[config.mk]
export PLATFORM = sky130hd
export DESIGN_NAME = mux_rr_nx1_flat
export DESIGN_NICKNAME = d
export VERILOG_FILES = /design/src/rtl/mux_rr_nx1_pkg.sv /design/src/rtl/mux_rr_nx1_if.sv /design/src/rtl/mux_rr_nx1_rr_arbiter.sv /design/src/rtl/mux_rr_nx1.sv /design/src/flat_wrapper.sv
export SDC_FILE = /design/constraint.sdc
export NUM_CORES = 1
export LEC_CHECK = 0
export CORE_ASPECT_RATIO = 0.6
export CORE_MARGIN = 2
export CORE_UTILIZATION = 38
export CTS_BUF_LIST = sky130_fd_sc_hd__clkbuf_8
export DETAILED_ROUTE_END_ITERATION = 6
export PLACE_DENSITY = 0.94
export SETUP_SLACK_MARGIN = 0.1
export SKIP_LAST_GASP = 1
export SYNTH_ARGS = -nofsm -noshare
export SYNTH_HDL_FRONTEND = slang
export SYNTH_HIERARCHICAL = 1
export SYNTH_SLANG_ARGS = --single-unit
[constraint.sdc]
create_clock -name clk -period 3 [get_ports clk]
set_input_delay 0.6 -clock clk [delete_from_list [all_inputs] [get_ports clk]]
set_output_delay 0.6 -clock clk [all_outputs]
set_load 0.01 [all_outputs]
[src/rtl/mux_rr_nx1_pkg.sv]
// mux_rr_nx1_pkg: shared mode encoding for the round-robin mux
package mux_rr_nx1_pkg;
  typedef enum logic {MODE_FIXED = 1'b0, MODE_RR = 1'b1} mode_e;
endpackage

[src/rtl/mux_rr_nx1_if.sv]
// mux_rr_nx1_if: producer-side channels, control and registered consumer side of the mux
interface mux_rr_nx1_if #(
  parameter int N = 4,
  parameter int W = 8,
  parameter int SW = $clog2(N)
) ();
  import mux_rr_nx1_pkg::*;
  mode_e mode;
  logic [SW-1:0] sel;
  logic [N*W-1:0] in_data;
  logic [N-1:0] in_valid;
  logic [N-1:0] in_ready;
  logic [W-1:0] out_data;
  logic [SW-1:0] out_ch;
  logic out_valid;
  logic out_ready;
  modport master (
    output mode, sel, in_data, in_valid, out_ready,
    input in_ready, out_data, out_ch, out_valid
  );
  modport slave (
    input mode, sel, in_data, in_valid, out_ready,
    output in_ready, out_data, out_ch, out_valid
  );
endinterface

[src/rtl/mux_rr_nx1_rr_arbiter.sv]
// rr_arbiter: combinational rotating-priority arbiter starting its search at ptr
module rr_arbiter #(
  parameter int N = 4,
  localparam int SW = $clog2(N)
) (
  input  logic [N-1:0]  req,
  input  logic [SW-1:0] ptr,
  input  logic          en,
  output logic [N-1:0]  grant,
  output logic [SW-1:0] grant_idx,
  output logic          any
);
  logic [2*N-1:0] dbl;
  logic [N-1:0] rot;
  logic [SW:0] sum;
  // rotate so that bit 0 of rot is the channel at ptr
  assign dbl = {req, req} >> ptr;
  assign rot = dbl[N-1:0];
  always_comb begin
    grant = '0;
    grant_idx = '0;
    any = 1'b0;
    sum = '0;
    for (int i = N - 1; i >= 0; i--)
      if (en && rot[i]) begin
        any = 1'b1;
        sum = {1'b0, ptr} + (SW+1)'(i);
      end
    if (any) begin
      grant_idx = sum >= (SW+1)'(N) ? SW'(sum - (SW+1)'(N)) : SW'(sum);
      grant[grant_idx] = 1'b1;
    end
  end
endmodule

[src/rtl/mux_rr_nx1.sv]
// mux_rr_nx1: N-to-1 valid/ready mux, fixed-select or round-robin, registered output
module mux_rr_nx1
  import mux_rr_nx1_pkg::*;
#(
  parameter int N = 4,
  parameter int W = 8,
  parameter int SW = $clog2(N)
) (
  input logic clk,
  input logic rst,
  mux_rr_nx1_if.slave bus
);
  logic load_en, any, rr;
  logic [SW-1:0] ptr, arb_ptr, grant_idx;
  logic [N-1:0] req, grant;
  assign load_en = !bus.out_valid || bus.out_ready;
  assign rr = bus.mode == MODE_RR;
  // fixed mode reuses the arbiter with a lone request at sel; sel >= N shifts it out entirely
  assign req = rr ? bus.in_valid : bus.in_valid & ({{(N-1){1'b0}}, 1'b1} << bus.sel);
  assign arb_ptr = rr ? ptr : bus.sel;
  assign bus.in_ready = grant;
  rr_arbiter #(.N(N)) u_arb (
    .req(req),
    .ptr(arb_ptr),
    .en(load_en),
    .grant(grant),
    .grant_idx(grant_idx),
    .any(any)
  );
  always_ff @(posedge clk or posedge rst)
    if (rst) begin
      bus.out_valid <= 1'b0;
      bus.out_data <= '0;
      bus.out_ch <= '0;
      ptr <= '0;
    end else if (load_en) begin
      bus.out_valid <= any;
      if (any) begin
        bus.out_data <= bus.in_data[grant_idx*W +: W];
        bus.out_ch <= grant_idx;
        if (rr) ptr <= grant_idx == SW'(N - 1) ? '0 : grant_idx + 1'b1;
      end
    end
endmodule
[src/flat_wrapper.sv]
// flat-port wrapper written by rule: the top's interface ports become plain ports
module mux_rr_nx1_flat import mux_rr_nx1_pkg::*;
#(
  parameter int N = 4,
  parameter int W = 8,
  parameter int SW = $clog2(N)
)
  (clk, rst, bus_mode, bus_sel, bus_in_data, bus_in_valid, bus_out_ready, bus_in_ready, bus_out_data, bus_out_ch, bus_out_valid);
  mux_rr_nx1_if #(.N(N), .W(W), .SW(SW)) bus_i ();
  input logic clk;
  input logic rst;
  input wire logic [$bits(bus_i.mode)-1:0] bus_mode;
  input wire logic [$bits(bus_i.sel)-1:0] bus_sel;
  input wire logic [$bits(bus_i.in_data)-1:0] bus_in_data;
  input wire logic [$bits(bus_i.in_valid)-1:0] bus_in_valid;
  input wire logic [$bits(bus_i.out_ready)-1:0] bus_out_ready;
  output wire logic [$bits(bus_i.in_ready)-1:0] bus_in_ready;
  output wire logic [$bits(bus_i.out_data)-1:0] bus_out_data;
  output wire logic [$bits(bus_i.out_ch)-1:0] bus_out_ch;
  output wire logic [$bits(bus_i.out_valid)-1:0] bus_out_valid;
  assign bus_i.mode = bus_mode;
  assign bus_i.sel = bus_sel;
  assign bus_i.in_data = bus_in_data;
  assign bus_i.in_valid = bus_in_valid;
  assign bus_i.out_ready = bus_out_ready;
  assign bus_in_ready = bus_i.in_ready;
  assign bus_out_data = bus_i.out_data;
  assign bus_out_ch = bus_i.out_ch;
  assign bus_out_valid = bus_i.out_valid;
  mux_rr_nx1 #(.N(N), .W(W), .SW(SW)) u_core (.clk(clk), .rst(rst), .bus(bus_i));
endmodule
==> results.md <==
- CTS Hold Buffers Added: 0
- CTS tree: yes
- Initial core utilization: 0.415
- Synth Flop Type: dfrtp_1
- Unrepaired setup endpoints after global routing: no
- WL per Instance: ~16 um
- Vias: around 900
- Sequential power share: 0.291
- Setup Total Neg Slack: 0 ns
- Syn. warnings: 6
- R2r endpoint: u_core/bus.out_data[2]
- Final WL: approximately 2800 um
- Crit path top cell by count: dlygate4sd2_1
- Crit path DAT: around 2.3 ns
- Die Height: around 42 um
- Area leader, netlist: dfrtp_1
- Max Root-Sink Buffers: 2
- Clk_skew: 0.00123 ns
- # setup viols final: 0
- Yosys reg bits: 13
- Area grow syn2layout: 81.3%
- Die X: ~68 um
- Worst slew margin: 0.661
- WP buf/inv: 2
- Cell family with most CP delay: simple AND/OR/NAND/NOR gates
- CTS clk-pin slew, worst paths: roughly 0.060 ns
- Post-layout min period: between 2 and 3 ns
- Slew Viols, Final: 0
- Site row count: 13
- Worst Hold Depth: 1
- GP Congestion: slightly below 0.9
- TritonRoute pass-1 iters: 6
- Type of the worst setup path: in2out
- Crit. End Element: primary output
- CTS sink cnt: 13
- Fmax: about 0.35 GHz
- Top cells by area, synth: dfrtp_1 35%, mux4_2 19%, mux2_2 17%, nor2b_1 4.1%, nor3b_2 2.7%
- Final HPWL DP: approximately 2100 um
- Number of library cell types mapped by synthesis: 25
- Grt ovf: 0
- Post-synth EDFFs: 0
- Worst slew pin tran: around 0.51 ns
- Seq/Total Area, Yosys: 0.352
- Max stage delay on crit path: between 0.2 and 0.3 ns
- Initial antenna violation count: 0
- Post-synthesis average cell area: around 12 um^2
- Max Cap Viol: 0
- Root Driver: clkbuf_8
- Global-route wire length before repair: about 4500 um
- Vias in the first global route: roughly 990
- R2r startpoint: u_core/ptr[1]
- DRC viols: 0
- FF-to-FF path depth: 8
- ANT cells: 0
- Hold Vio Cnt, Final: 0
- Initial DRC Count: 29
- Area of the core: between 2000 and 2500 um^2
- FFs w/ async S/R, synth: 1.00
- H-tree depth: 1
- Mapped Nets: 117
- Internal Dissipation: roughly 670 uW
- Synth cell count leaders: 14 x mux2_2, 13 x dfrtp_1, 8 x mux4_2
- Hold crit path type: reg2reg
- Most numerous cell in the Yosys netlist: mux2_2
- Cells after Synth: 74
- WHS Endpoint: u_core/bus.out_ch[1]
- Reg2Reg Setup Slack: 0.68 ns
- Die area: 2860 um^2
- Vias per cell: 5.32
- Sw frac: 0.308
- Clk pwr share: 0.168
- Post-synth top area share: 0.352
- Leak: ~0.69 nW
- Maximum VDD drop: 371 uV
- P_sw: 297 uW
- Hold_sp: u_core/bus.out_ch[1]
- Pwr Density: about 570 nW/um^2
- Slowest-stage cell, CP: dlygate4sd2_1
- Share of layout cells above drive strength 1: 0.369
- Source of the critical timing path: bus_sel[1]
- Critical path, cell by cell: dlygate4sd2_1, nor2b_2, o21a_1, nor2b_4, nor2_1, a2bb2oi_4, and3b_1, dlygate4sd2_1
- Fin crit share: 0.950
- Critical Path RT: 2.40 ns
- Post-route ant nets: 0
- Mapped Area: between 900 and 1000 um^2
- GRT Resource Usage Total: 0.220
- Outcome: complete, no violations
- Port buffer count: 56
- Logic pwr share: 0.541
- Post-layout nets: between 150 and 200
- Largest net degree at the start of global routing: 14
- CTS Buf Count: 3
- Type of origin of the critical path: input pin
- Worst skew pair latency: roughly 0.25 ns
- Crit-path max FO: 5
- Hold_ws: 0.506 ns
- IO Pins: 57
==> worst reg2reg max path: stages, from the launching register on <==
cell and delay, ns:
dfrtp_1 0.38, mux2_2 0.32, nor3_2 0.20, o22ai_2 0.12
buf_4 0.16, nor2_4 0.10, buf_12 0.15, mux4_2 0.51
mux2_2 0.27
==> flip-flops by register name, indices dropped and copies added, names as in the netlist <==
register / cells
u_core/bus.out_valid: 1
u_core/ptr: 2
u_core/bus.out_ch: 2
u_core/bus.out_data: 8
==> power by group through the flow <==
| stage | Clock (mW) | Sequential (mW) | Combinational [mW] |
|---|---|---|---|
| after detailed placement | 0 | 0.283 | 0.503 |
| after CTS | 0.165 | 0.280 | 0.509 |
| after global placement | 0 | 0.279 | 0.487 |
| final | 0.162 | 0.280 | 0.521 |
| after global routing | 0.176 | 0.287 | 0.556 |
| after floorplan | 0 | 0.306 | 0.216 |
==> per-stage QoR <==
step	instance area [um^2]	total power [mW]	util	worst slack, ns	instances
after detailed placement	1600	0.786	0.716	-0.350	166
after CTS	1660	0.954	0.743	0.0798	171
after floorplan	925	0.522	-	0.272	74
after global placement	1600	0.765	0.716	-0.237	166
after global routing	1680	1.02	0.752	0.108	171
final	1680	0.963	0.752	0.149	171
==> cell usage in the layout, fill, tap and decap left out, types with 3 or more instances in the layout <==
cell	n
dlygate4sd2_1	5
clkdlybuf4s50_1	49
clkbuf_8	3
mux4_2	8
nor2_1	4
o21a_1	3
dfrtp_1	13
mux2_2	14
buf_4	8
nor2b_2	4
==> cell type report <==
cell class | instances | area, um^2
Inverter | 2 | 7.51
Fill cell | 125 | 552
Sequential cell | 13 | 325
Clock buffer | 3 | 41.3
Tap cell | 30 | 37.5
Timing Repair Buffer | 66 | 644
Multi-Input combinational cell | 56 | 616
Clock inverter | 1 | 5.00
==> routing by layer <==
layer  part of all wire  wire (um)  up-vias  GRT usage
met1               0.37       1050      444      0.225
met5                  0          0        -          0
li1                   -          -      411          -
met2               0.52       1470       44      0.396
met3              0.067        188       11     0.0672
met4              0.034         95        0      0.118
==> repair_timing <==
item,4_1_cts,5_1_grt
pin swaps,2,2
setup buffers,1,0
gates resized for setup,12,9
hold endpoints to repair,0,0
setup endpoints to repair,12,10
==> worst max-delay path by stage <==
| stage | depth (start not counted) | endpoint | slack (ns) |
|---|---|---|---|
| global route | 8 | bus_in_ready[0] | 0.11 |
| global placement | 7 | bus_in_ready[3] | -0.24 |
| detailed placement | 8 | bus_in_ready[0] | -0.35 |
| floorplan | 9 | u_core/bus.out_data[0] | 0.27 |
| finish | 8 | bus_in_ready[0] | 0.15 |
| CTS | 9 | bus_in_ready[3] | 0.08 |
==> cells by family (layout without fill, tap and decap cells) <==
family,after synthesis,after routing,share of synthesized area
AND/OR/NAND/NOR,27,27,0.181
AO/OA/AOI/OAI,6,6,0.0595
flip-flops,13,13,0.352
buffers and inverters,5,72,0.0284
multiplexers,22,22,0.365
adder cells (fa/ha/maj),1,1,0.0135
No activity file was read; power rests on OpenSTA's default activity.
